## src/rtl/lfsr_tsched_pkg.sv

```systemverilog
// Shared definitions for the LFSR timer scheduler: FSM state encoding and
// sizing constants used by the top level and the per-channel counters.
package lfsr_tsched_pkg;

   // Scheduler states: timebase stopped, timebase restarting, timebase running.
   typedef enum logic [1:0] {
      ST_IDLE  = 2'd0,
      ST_CLEAR = 2'd1,
      ST_RUN   = 2'd2
   } tsched_state_e;

   // Largest supported channel count.
   localparam int N_CH_MAX  = 8;

   // Default width of each duration counter, in 1 ms ticks.
   localparam int CNT_W_DEF = 8;

endpackage

```

## src/rtl/tsched_channel.sv

```systemverilog
// One countdown channel of the timer scheduler. It loads a duration on start,
// counts down on each qualified 1 ms tick and pulses done for one cycle when
// the count runs out. Start has priority over cancel, and cancel has priority
// over a tick. A start with a zero duration expires at once: it pulses done
// and leaves the channel idle, even when it lands on a running count.
module tsched_channel
   import lfsr_tsched_pkg::*;
#(
   parameter int CNT_W = CNT_W_DEF
) (
   input  logic             clk,
   input  logic             rst,
   input  logic             start,
   input  logic [CNT_W-1:0] dur,
   input  logic             cancel,
   input  logic             tick_qual,
   output logic             busy,
   output logic             done
);

   localparam logic [CNT_W-1:0] CNT_ZERO = {CNT_W{1'b0}};
   localparam logic [CNT_W-1:0] CNT_ONE  = {{(CNT_W-1){1'b0}}, 1'b1};

   logic [CNT_W-1:0] cnt_q, cnt_d;
   logic             busy_q, busy_d;
   logic             done_q, done_d;

   // Next-state logic: load/restart, cancel, then tick-driven countdown.
   always_comb begin
      cnt_d  = cnt_q;
      busy_d = busy_q;
      done_d = 1'b0;
      if (start) begin
         if (dur != CNT_ZERO) begin
            cnt_d  = dur;
            busy_d = 1'b1;
         end else begin
            cnt_d  = CNT_ZERO;
            busy_d = 1'b0;
            done_d = 1'b1;
         end
      end else if (cancel) begin
         cnt_d  = CNT_ZERO;
         busy_d = 1'b0;
      end else if (tick_qual && busy_q) begin
         if (cnt_q == CNT_ONE) begin
            cnt_d  = CNT_ZERO;
            busy_d = 1'b0;
            done_d = 1'b1;
         end else begin
            cnt_d = cnt_q - CNT_ONE;
         end
      end else begin
         cnt_d = cnt_q;
      end
   end

   // Channel state registers; reset aborts the count without a done pulse.
   always_ff @(posedge clk) begin
      if (rst) begin
         cnt_q  <= CNT_ZERO;
         busy_q <= 1'b0;
         done_q <= 1'b0;
      end else begin
         cnt_q  <= cnt_d;
         busy_q <= busy_d;
         done_q <= done_d;
      end
   end

   assign busy = busy_q;
   assign done = done_q;

endmodule

```

## src/rtl/lfsr_timer_scheduler.sv

```systemverilog
// Shares one 1 ms LFSR timebase among N_CH countdown channels. The scheduler
// keeps the timebase stopped while no channel is counting. The first accepted
// start restarts the timebase with a one-cycle tb_clear, so that channel
// expires exactly D ticks later. Ticks seen outside RUN are stale and dropped.
// N_CH may range from 1 to N_CH_MAX.
// Optional build macro LFSR_TSCHED_STATUS_EN adds err_clr / restart_err, a
// sticky per-channel flag that records a start issued to a busy channel.
module lfsr_timer_scheduler
   import lfsr_tsched_pkg::*;
#(
   parameter int N_CH  = 4,
   parameter int CNT_W = CNT_W_DEF
) (
   input  logic                  clk,
   input  logic                  rst,
`ifdef LFSR_TSCHED_STATUS_EN
   input  logic                  err_clr,
   output logic [N_CH-1:0]       restart_err,
`endif
   input  logic [N_CH-1:0]       start,
   input  logic [N_CH*CNT_W-1:0] dur,
   input  logic [N_CH-1:0]       cancel,
   input  logic                  tick_in,
   output logic                  tick_en,
   output logic                  tb_clear,
   output logic [N_CH-1:0]       busy,
   output logic [N_CH-1:0]       done,
   output logic                  idle
);

   tsched_state_e   state_q;
   logic            tick_en_q;
   logic            tb_clear_q;
   logic            idle_q;
   logic [N_CH-1:0] accept_s;
   logic [N_CH-1:0] busy_s;
   logic            tick_qual_s;

   // Only ticks that arrive while the timebase is running count down.
   assign tick_qual_s = tick_in && (state_q == ST_RUN);

   for (genvar gi = 0; gi < N_CH; gi++) begin : g_ch
      // A start with a non-zero duration is what keeps the timebase alive.
      assign accept_s[gi] = start[gi] && (dur[gi*CNT_W +: CNT_W] != {CNT_W{1'b0}});

      tsched_channel #(
         .CNT_W     (CNT_W)
      ) u_ch (
         .clk       (clk),
         .rst       (rst),
         .start     (start[gi]),
         .dur       (dur[gi*CNT_W +: CNT_W]),
         .cancel    (cancel[gi]),
         .tick_qual (tick_qual_s),
         .busy      (busy_s[gi]),
         .done      (done[gi])
      );
   end

   // Scheduler FSM; the timebase controls are registered alongside the state.
   always_ff @(posedge clk) begin
      if (rst) begin
         state_q    <= ST_IDLE;
         tick_en_q  <= 1'b0;
         tb_clear_q <= 1'b0;
         idle_q     <= 1'b1;
      end else begin
         case (state_q)
            ST_IDLE: begin
               if (|accept_s) begin
                  state_q    <= ST_CLEAR;
                  tick_en_q  <= 1'b0;
                  tb_clear_q <= 1'b1;
                  idle_q     <= 1'b0;
               end else begin
                  state_q    <= ST_IDLE;
                  tick_en_q  <= 1'b0;
                  tb_clear_q <= 1'b0;
                  idle_q     <= 1'b1;
               end
            end
            ST_CLEAR: begin
               state_q    <= ST_RUN;
               tick_en_q  <= 1'b1;
               tb_clear_q <= 1'b0;
               idle_q     <= 1'b0;
            end
            ST_RUN: begin
               if (!(|busy_s) && !(|accept_s)) begin
                  state_q    <= ST_IDLE;
                  tick_en_q  <= 1'b0;
                  tb_clear_q <= 1'b0;
                  idle_q     <= 1'b1;
               end else begin
                  state_q    <= ST_RUN;
                  tick_en_q  <= 1'b1;
                  tb_clear_q <= 1'b0;
                  idle_q     <= 1'b0;
               end
            end
            default: begin
               state_q    <= ST_IDLE;
               tick_en_q  <= 1'b0;
               tb_clear_q <= 1'b0;
               idle_q     <= 1'b1;
            end
         endcase
      end
   end

`ifdef LFSR_TSCHED_STATUS_EN
   logic [N_CH-1:0] restart_err_q;

   // Sticky restart flags; a new hit in the clearing cycle survives the clear.
   always_ff @(posedge clk) begin
      if (rst) begin
         restart_err_q <= {N_CH{1'b0}};
      end else begin
         restart_err_q <= (restart_err_q & ~{N_CH{err_clr}}) | (start & busy_s);
      end
   end

   assign restart_err = restart_err_q;
`endif

   assign tick_en  = tick_en_q;
   assign tb_clear = tb_clear_q;
   assign idle     = idle_q;
   assign busy     = busy_s;

endmodule

```

## config.mk

```make
export PLATFORM = sky130hd
export DESIGN_NAME = lfsr_timer_scheduler
export DESIGN_NICKNAME = d
export VERILOG_FILES = /design/src/rtl/lfsr_tsched_pkg.sv /design/src/rtl/tsched_channel.sv /design/src/rtl/lfsr_timer_scheduler.sv
export SDC_FILE = /design/constraint.sdc
export NUM_CORES = 1
export LEC_CHECK = 0
export BUFFER_PORTS_ARGS = -buffer_cell sky130_fd_sc_hd__buf_2
export CAP_MARGIN = 10
export CORE_MARGIN = 2
export CORE_UTILIZATION = 45
export DETAILED_ROUTE_END_ITERATION = 10
export PLACE_DENSITY = 0.74
export REMOVE_ABC_BUFFERS = 1
export SETUP_SLACK_MARGIN = 0.15
export SKIP_CTS_REPAIR_TIMING = 1
export SYNTH_ARGS = -nofsm -noshare
export SYNTH_HDL_FRONTEND = slang
export SYNTH_SLANG_ARGS = --single-unit
```

## constraint.sdc

```tcl
create_clock -name clk -period 2.8 [get_ports clk]
set_input_delay 0.56 -clock clk [delete_from_list [all_inputs] [get_ports clk]]
set_output_delay 0.56 -clock clk [all_outputs]
set_load 0.02 [all_outputs]
```

==> results of run 1 <==
## report_power, final
group / leakage (nW) / internal, mW / switching [mW]
logic: 0.821 / 0.167 / 0.232
registers: 0.371 / 0.690 / 0.0563
clock network: 0.0585 / 0.291 / 0.217
total: 1.25 / 1.15 / 0.505
## Yosys cell counts, drive strengths merged, types with 5 or more instances
cell    number
o32ai        6
nand3        6
dfxtp       45
nand4        5
nor3        12
or4         11
a32oi       10
a211oi      13
a21oi       25
nand2       22
nor2        35
a32o         6
nor4         7
o21ai       23
and3        10
ha          12
buf          9
clkbuf      11
nor3b        5
or3          5
inv         19
## worst max-delay path: stages, from the launching register on
cell	delay (ns)
dfxtp_1	0.34
inv_1	0.09
ha_1	0.34
a311o_1	0.44
o2111ai_1	0.20
or3_1	0.34
a31oi_1	0.17
## registers in the layout, indices dropped and copies added, names as in the netlist
name and count:
g_ch.u_ch.done 4, g_ch.u_ch.busy 4, state_q 2, g_ch.u_ch.cnt_q 32, tick_en 1, idle 1
tb_clear 1
## metal layers
layer	GRT usage	vias up	part of all wire
met3	0.0378	16	0.052
met5	0	-	0
met2	0.336	106	0.46
met4	0.0864	0	0.024
li1	-	1405	-
met1	0.293	1329	0.46
## path summary, 6_finish.rpt
check | start | depth (start not counted) | slack [ns] | endpoint
worst max-delay path | state_q[0] | 6 | 0.81 | g_ch[3].u_ch.cnt_q[7]
worst min-delay path | g_ch[2].u_ch.cnt_q[6] | 2 | 0.49 | g_ch[2].u_ch.cnt_q[6]
worst max register to register | state_q[0] | 6 | 0.81 | g_ch[3].u_ch.cnt_q[7]
worst min register to register | g_ch[2].u_ch.cnt_q[6] | 2 | 0.49 | g_ch[2].u_ch.cnt_q[6]
## kinds of logic (layout without fill, tap and decap cells)
kind of cell | count (synthesis) | count (layout) | synth area share
AO/OA/AOI/OAI | 111 | 111 | 0.284
AND/OR/NAND/NOR | 139 | 139 | 0.279
buffers and inverters | 39 | 81 | 0.0633
adder cells (fa/ha/maj) | 12 | 12 | 0.0535
flip-flops | 45 | 45 | 0.321
## metrics by stage
step	setup slack, ns	util	total power, mW
floorplan	1.02	-	1.02
finish	0.806	0.532	1.65
CTS	0.827	0.532	1.66
detailed placement	0.732	0.512	1.15
global placement	0.736	0.512	1.15
global route	0.634	0.532	1.75
## cell type report
cell class              count  area (um2)  share of cell area
multi-input cells         262        1730               0.543
clock inverters             1        30.0             0.00943
inverters                  19        71.3              0.0224
well taps                  75        93.8              0.0295
clock buffers               7        86.3              0.0271
flip-flops and latches     45         901               0.283
repair buffers             54         273              0.0857
==> impl_metrics.env, run 1 <==
export IMPL_grt_usage=0.215
export IMPL_wl_um=7250
export IMPL_port_buffers=53
export IMPL_hold_class="reg2reg"
export IMPL_gp_congestion=0.924
export IMPL_ios=54
export IMPL_stdcell_count=463
export IMPL_htreeDepth=2
export IMPL_die_height_um=83.0
export IMPL_clk_latency_ns=0.30
export IMPL_synth_top_area_cell="dfxtp_1"
export IMPL_core_area_um2=5990
export IMPL_path_class="reg2reg"
export IMPL_setup_viol=0
export IMPL_finalCritPeriodShare=0.712
export IMPL_vias=2856
export IMPL_cts_sinks=45
export IMPL_synth_edf_count=0
export IMPL_maxSlewViolCount=0
export IMPL_final_cell_mix="buf_2, dfxtp_1, nor2_1, a21oi_1, nand2_1"
export IMPL_worst_path_max_fanout=10
export IMPL_grt_pass1_wl_um=12500
export IMPL_finalHoldViolCount=0
export IMPL_fillers=568
export IMPL_area_growth_pct=13.4
export IMPL_antenna_cells=0
export IMPL_synthArstFlopShare=0
export IMPL_worst_setup_path_start_kind="flip-flop"
export IMPL_grt_pass1_vias=2652
export IMPL_grt_overflow_total=0
export IMPL_row_count=28
export IMPL_status="complete, no violations"
export IMPL_root_buffer="clkbuf_8"
export IMPL_ys_seq_area_frac=0.321
export IMPL_start_util=0.469
export IMPL_ys_warn_count=0
export IMPL_grt_max_degree=34
export IMPL_timing_hold_ws_ns=0.495
export IMPL_cts_tree="built"
export IMPL_drtAntennaViolNets=0
export IMPL_synth_cell_types=53
export IMPL_crit_path_end_kind="flip-flop"
export IMPL_dr_pass1_iters=4
export IMPL_die_x_um=83.0
export IMPL_worstPathArrival_ns=2.22
export IMPL_cts_max_path_buffers=2
export IMPL_dieArea_um2=6890
export IMPL_fin_tns_setup_ns=0
export IMPL_fmax_ghz=0.501
export IMPL_vias_per_cell=6.17
export IMPL_synth_ff_type="dfxtp_1"
export IMPL_ir_drop_mv=0.228
export IMPL_cts_buffers=5
export IMPL_clk_pin_slew_ns=0.08
export IMPL_avgSynthCellArea_um2=8.11
export IMPL_drive_gt1_frac=0.204
export IMPL_ys_ff_latch=45
export IMPL_required_ns=3.02
export IMPL_dp_hpwl_um=5340
export IMPL_finalInstanceArea_um2=3180
export IMPL_final_common_cell="buf_2"
export IMPL_grt_setup_unrepaired="no"
export IMPL_syn_area_um2=2810
export IMPL_yosys_top_cells_area="dfxtp_1, ha_1, nor2_1, a21oi_1, a211oi_1"
export IMPL_tightest_slew_ns=0.693
export IMPL_antenna_found_initial=0
export IMPL_placed_cell_area_um2=3070
export IMPL_p_per_area_nw_per_um2=519
export IMPL_synthCells=346
export IMPL_drt_iter0_drc=213
export IMPL_drt_wirelength_per_cell_um=15.7
export IMPL_max_slew_margin=0.534
export IMPL_p_leak_nw=1.25
export IMPL_period_minus_slack_ns=1.99
export IMPL_drc=0
export IMPL_dp_cells=455
export IMPL_nets=442
export IMPL_cap_violations=0
export IMPL_synth_top_cell_area_share=0.321
export IMPL_fin_worst_skew_ns=0.00277
(Power assumes the default switching activity.)
==> run 2, diff against run 1 <==
==> constraint.sdc (replaced) <==
create_clock -name clk -period 2.1 [get_ports clk]
set_input_delay 0.42 -clock clk [delete_from_list [all_inputs] [get_ports clk]]
set_output_delay 0.42 -clock clk [all_outputs]
set_load 0.02 [all_outputs]
==> run 2 against run 1 <==
  * Utilization is 1.4 points higher
  * Clock power is 34% higher
  * Cell area is 2.6% higher
  * Non-clock buffer count is 9 higher
  * Worst setup slack worse by 0.56 ns
  * Hold slack worse by 0.11 ns
  * Count of clock-buffer cells in the layout stayed put
  * Die area stayed put
  * Sequential power is 33% higher
  * Sequential cell count stayed put
  * Total power is 35% higher
  * Largest cell class unchanged
==> impl_metrics.env, run 2 (synthesis gave the netlist of run 1 again) <==
export IMPL_dp_cells=464
export IMPL_p_leak_nw=1.30
export IMPL_drtAntennaViolNets=0
export IMPL_period_minus_slack_ns=1.86
export IMPL_multi_input_area_um2=1740
export IMPL_die_x_um=83.0
export IMPL_cts_sinks=45
export IMPL_wl_um=7340
export IMPL_r2r_start="g_ch[3].u_ch.cnt_q[1]"
export IMPL_cp_top_family="compound AO/OA/AOI/OAI gates"
export IMPL_gp_congestion=0.913
export IMPL_path_depth=6
export IMPL_seq_area_um2=902
export IMPL_slowest_stage="or4b_4"
export IMPL_routed_wl_met2_um=3390
export IMPL_combPwrFrac=0.247
export IMPL_placed_cell_area_um2=3140
export IMPL_pre_cts_ws_ns=0.158
export IMPL_cts_buffers=5
export IMPL_stdcell_count=472
export IMPL_endpoint="g_ch[3].u_ch.cnt_q[6]"
export IMPL_die_height_um=83.0
export IMPL_setup_viol=0
export IMPL_finalInstanceArea_um2=3270
export IMPL_tightest_slew_ns=0.576
export IMPL_required_ns=2.28
export IMPL_drive_gt1_frac=0.232
export IMPL_area_growth_pct=16.4
export IMPL_wl_met1_um=3270
export IMPL_finalHoldViolCount=0
export IMPL_grt_setup_unrepaired="no"
export IMPL_fin_worst_skew_ns=0.0113
export IMPL_antenna_cells=0
export IMPL_cts_tree="built"
export IMPL_status="complete, no violations"
export IMPL_fin_util=0.545
export IMPL_root_buffer="clkbuf_8"
export IMPL_r2r_end="g_ch[3].u_ch.cnt_q[6]"
export IMPL_row_count=28
export IMPL_drt_iter0_drc=187
export IMPL_largest_register_ffs=32
export IMPL_dieArea_um2=6890
export IMPL_swShare=0.305
export IMPL_p_sw_mw=0.680
export IMPL_seqPwrFrac=0.447
export IMPL_worstPathArrival_ns=2.04
export IMPL_port_buffers=53
export IMPL_met3_wirelength_um=547
export IMPL_top_layer="met4"
export IMPL_reg2reg_depth=6
export IMPL_core_area_um2=5990
export IMPL_maxSlewViolCount=0
export IMPL_slowest_delay_ns=0.52
export IMPL_grt_pass1_wl_um=12400
export IMPL_max_slew_margin=0.613
export IMPL_startpoint="g_ch[3].u_ch.cnt_q[1]"
export IMPL_finalCritPeriodShare=0.884
export IMPL_antenna_found_initial=0
export IMPL_fillers=554
export IMPL_ir_drop_mv=0.549
export IMPL_vias=2912
export IMPL_ios=54
export IMPL_drc=0
export IMPL_finalWorstSetupSlack_ns=0.244
export IMPL_final_common_cell="buf_2"
export IMPL_grt_max_degree=19
export IMPL_clk_latency_ns=0.30
export IMPL_vias_per_cell=6.17
export IMPL_drt_wirelength_per_cell_um=15.5
export IMPL_worst_path_max_fanout=7
export IMPL_crit_chain="inv_1 > ha_1 > or4b_4 > o21ai_4 > o21ai_0 > a32o_1"
export IMPL_cts_max_path_buffers=2
export IMPL_nets=451
export IMPL_grt_usage=0.211
export IMPL_cap_violations=0
export IMPL_grt_pass1_vias=2668
export IMPL_hold_class="in2reg"
export IMPL_clkPwrFrac=0.306
export IMPL_start_util=0.469
export IMPL_final_cell_mix="buf_2, dfxtp_1, nor2_1, a21oi_1, nand2_1"
export IMPL_r2r_slack_ns=0.24
export IMPL_p_per_area_nw_per_um2=681
export IMPL_fin_tns_setup_ns=0
export IMPL_clk_pin_slew_ns=0.09
export IMPL_dp_hpwl_um=5560
export IMPL_p_int_mw=1.55
export IMPL_dr_pass1_iters=5
export IMPL_timing_critical_path_buf_inv=1
export IMPL_top_register="g_ch.u_ch.cnt_q"
export IMPL_grt_overflow_total=0
export IMPL_crit_path_end_kind="flip-flop"
export IMPL_htreeDepth=2
export IMPL_fmax_ghz=0.539
export IMPL_path_class="reg2reg"
export IMPL_worst_setup_path_start_kind="flip-flop"
run 2: changes by cell type in the layout (fill, tap and decap cells not counted):
| cell | before | now |
|---|---|---|
| buf_4 | 1 | 10 |
| o32ai_2 | 0 | 1 |
| nor3b_1 | 5 | 4 |
| a311o_1 | 1 | 0 |
| dfxtp_1 | 45 | 44 |
| nor3b_2 | 0 | 1 |
| o32ai_1 | 6 | 5 |
| a311o_2 | 0 | 1 |
| dfxtp_2 | 0 | 1 |
run 2: worst reg2reg max path, delay by kind of cell (launching register included):
family	cells	cell delay, ns
compound gates	3	0.64
flops	1	0.35
simple gates	1	0.52
buf+inv	1	0.08
fa+ha+maj	1	0.15
run 2: cell type report:
class | count | share of cell area
multi-input cells | 262 | 0.534
clock buffers | 7 | 0.0264
repair buffers | 63 | 0.104
clock inverters | 1 | 0.00919
well taps | 75 | 0.0287
inverters | 19 | 0.0218
flip-flops and latches | 45 | 0.276
run 2: per-layer routing:
metal / vias up / global-route usage
met3: 14 / 0.0398
met5: - / 0
met4: 0 / 0.0596
li1: 1422 / -
met2: 139 / 0.346
met1: 1337 / 0.282
run 2: power by group through the flow:
stage          sequential [mW]  clock (mW)  combinational, mW
3_5_place_dp              1.01           0              0.537
2_1_floorplan             1.01           0              0.346
3_3_place_gp              1.01           0              0.529
6_report                 0.995       0.681              0.549
4_1_cts                  0.993       0.696              0.540
5_1_grt                   1.01       0.736              0.610
run 2: through the flow:
stage	hold slack [ns]	power, mW
2_1_floorplan	0.451	1.36
3_3_place_gp	0.469	1.54
3_5_place_dp	0.474	1.55
4_1_cts	0.377	2.23
5_1_grt	0.392	2.35
6_report	0.387	2.23
run 2: how the worst min path moves through the flow:
stage,slack [ns],to,cells after the start,from
6_report,0.39,g_ch[0].u_ch.cnt_q[3],3,dur[3]
5_1_grt,0.39,g_ch[0].u_ch.cnt_q[7],3,dur[7]
4_1_cts,0.38,g_ch[0].u_ch.cnt_q[7],3,dur[7]
3_5_place_dp,0.47,g_ch[0].u_ch.cnt_q[6],2,g_ch[0].u_ch.cnt_q[6]
3_3_place_gp,0.47,g_ch[0].u_ch.cnt_q[6],2,g_ch[0].u_ch.cnt_q[6]
2_1_floorplan,0.45,g_ch[0].u_ch.cnt_q[6],2,g_ch[0].u_ch.cnt_q[6]
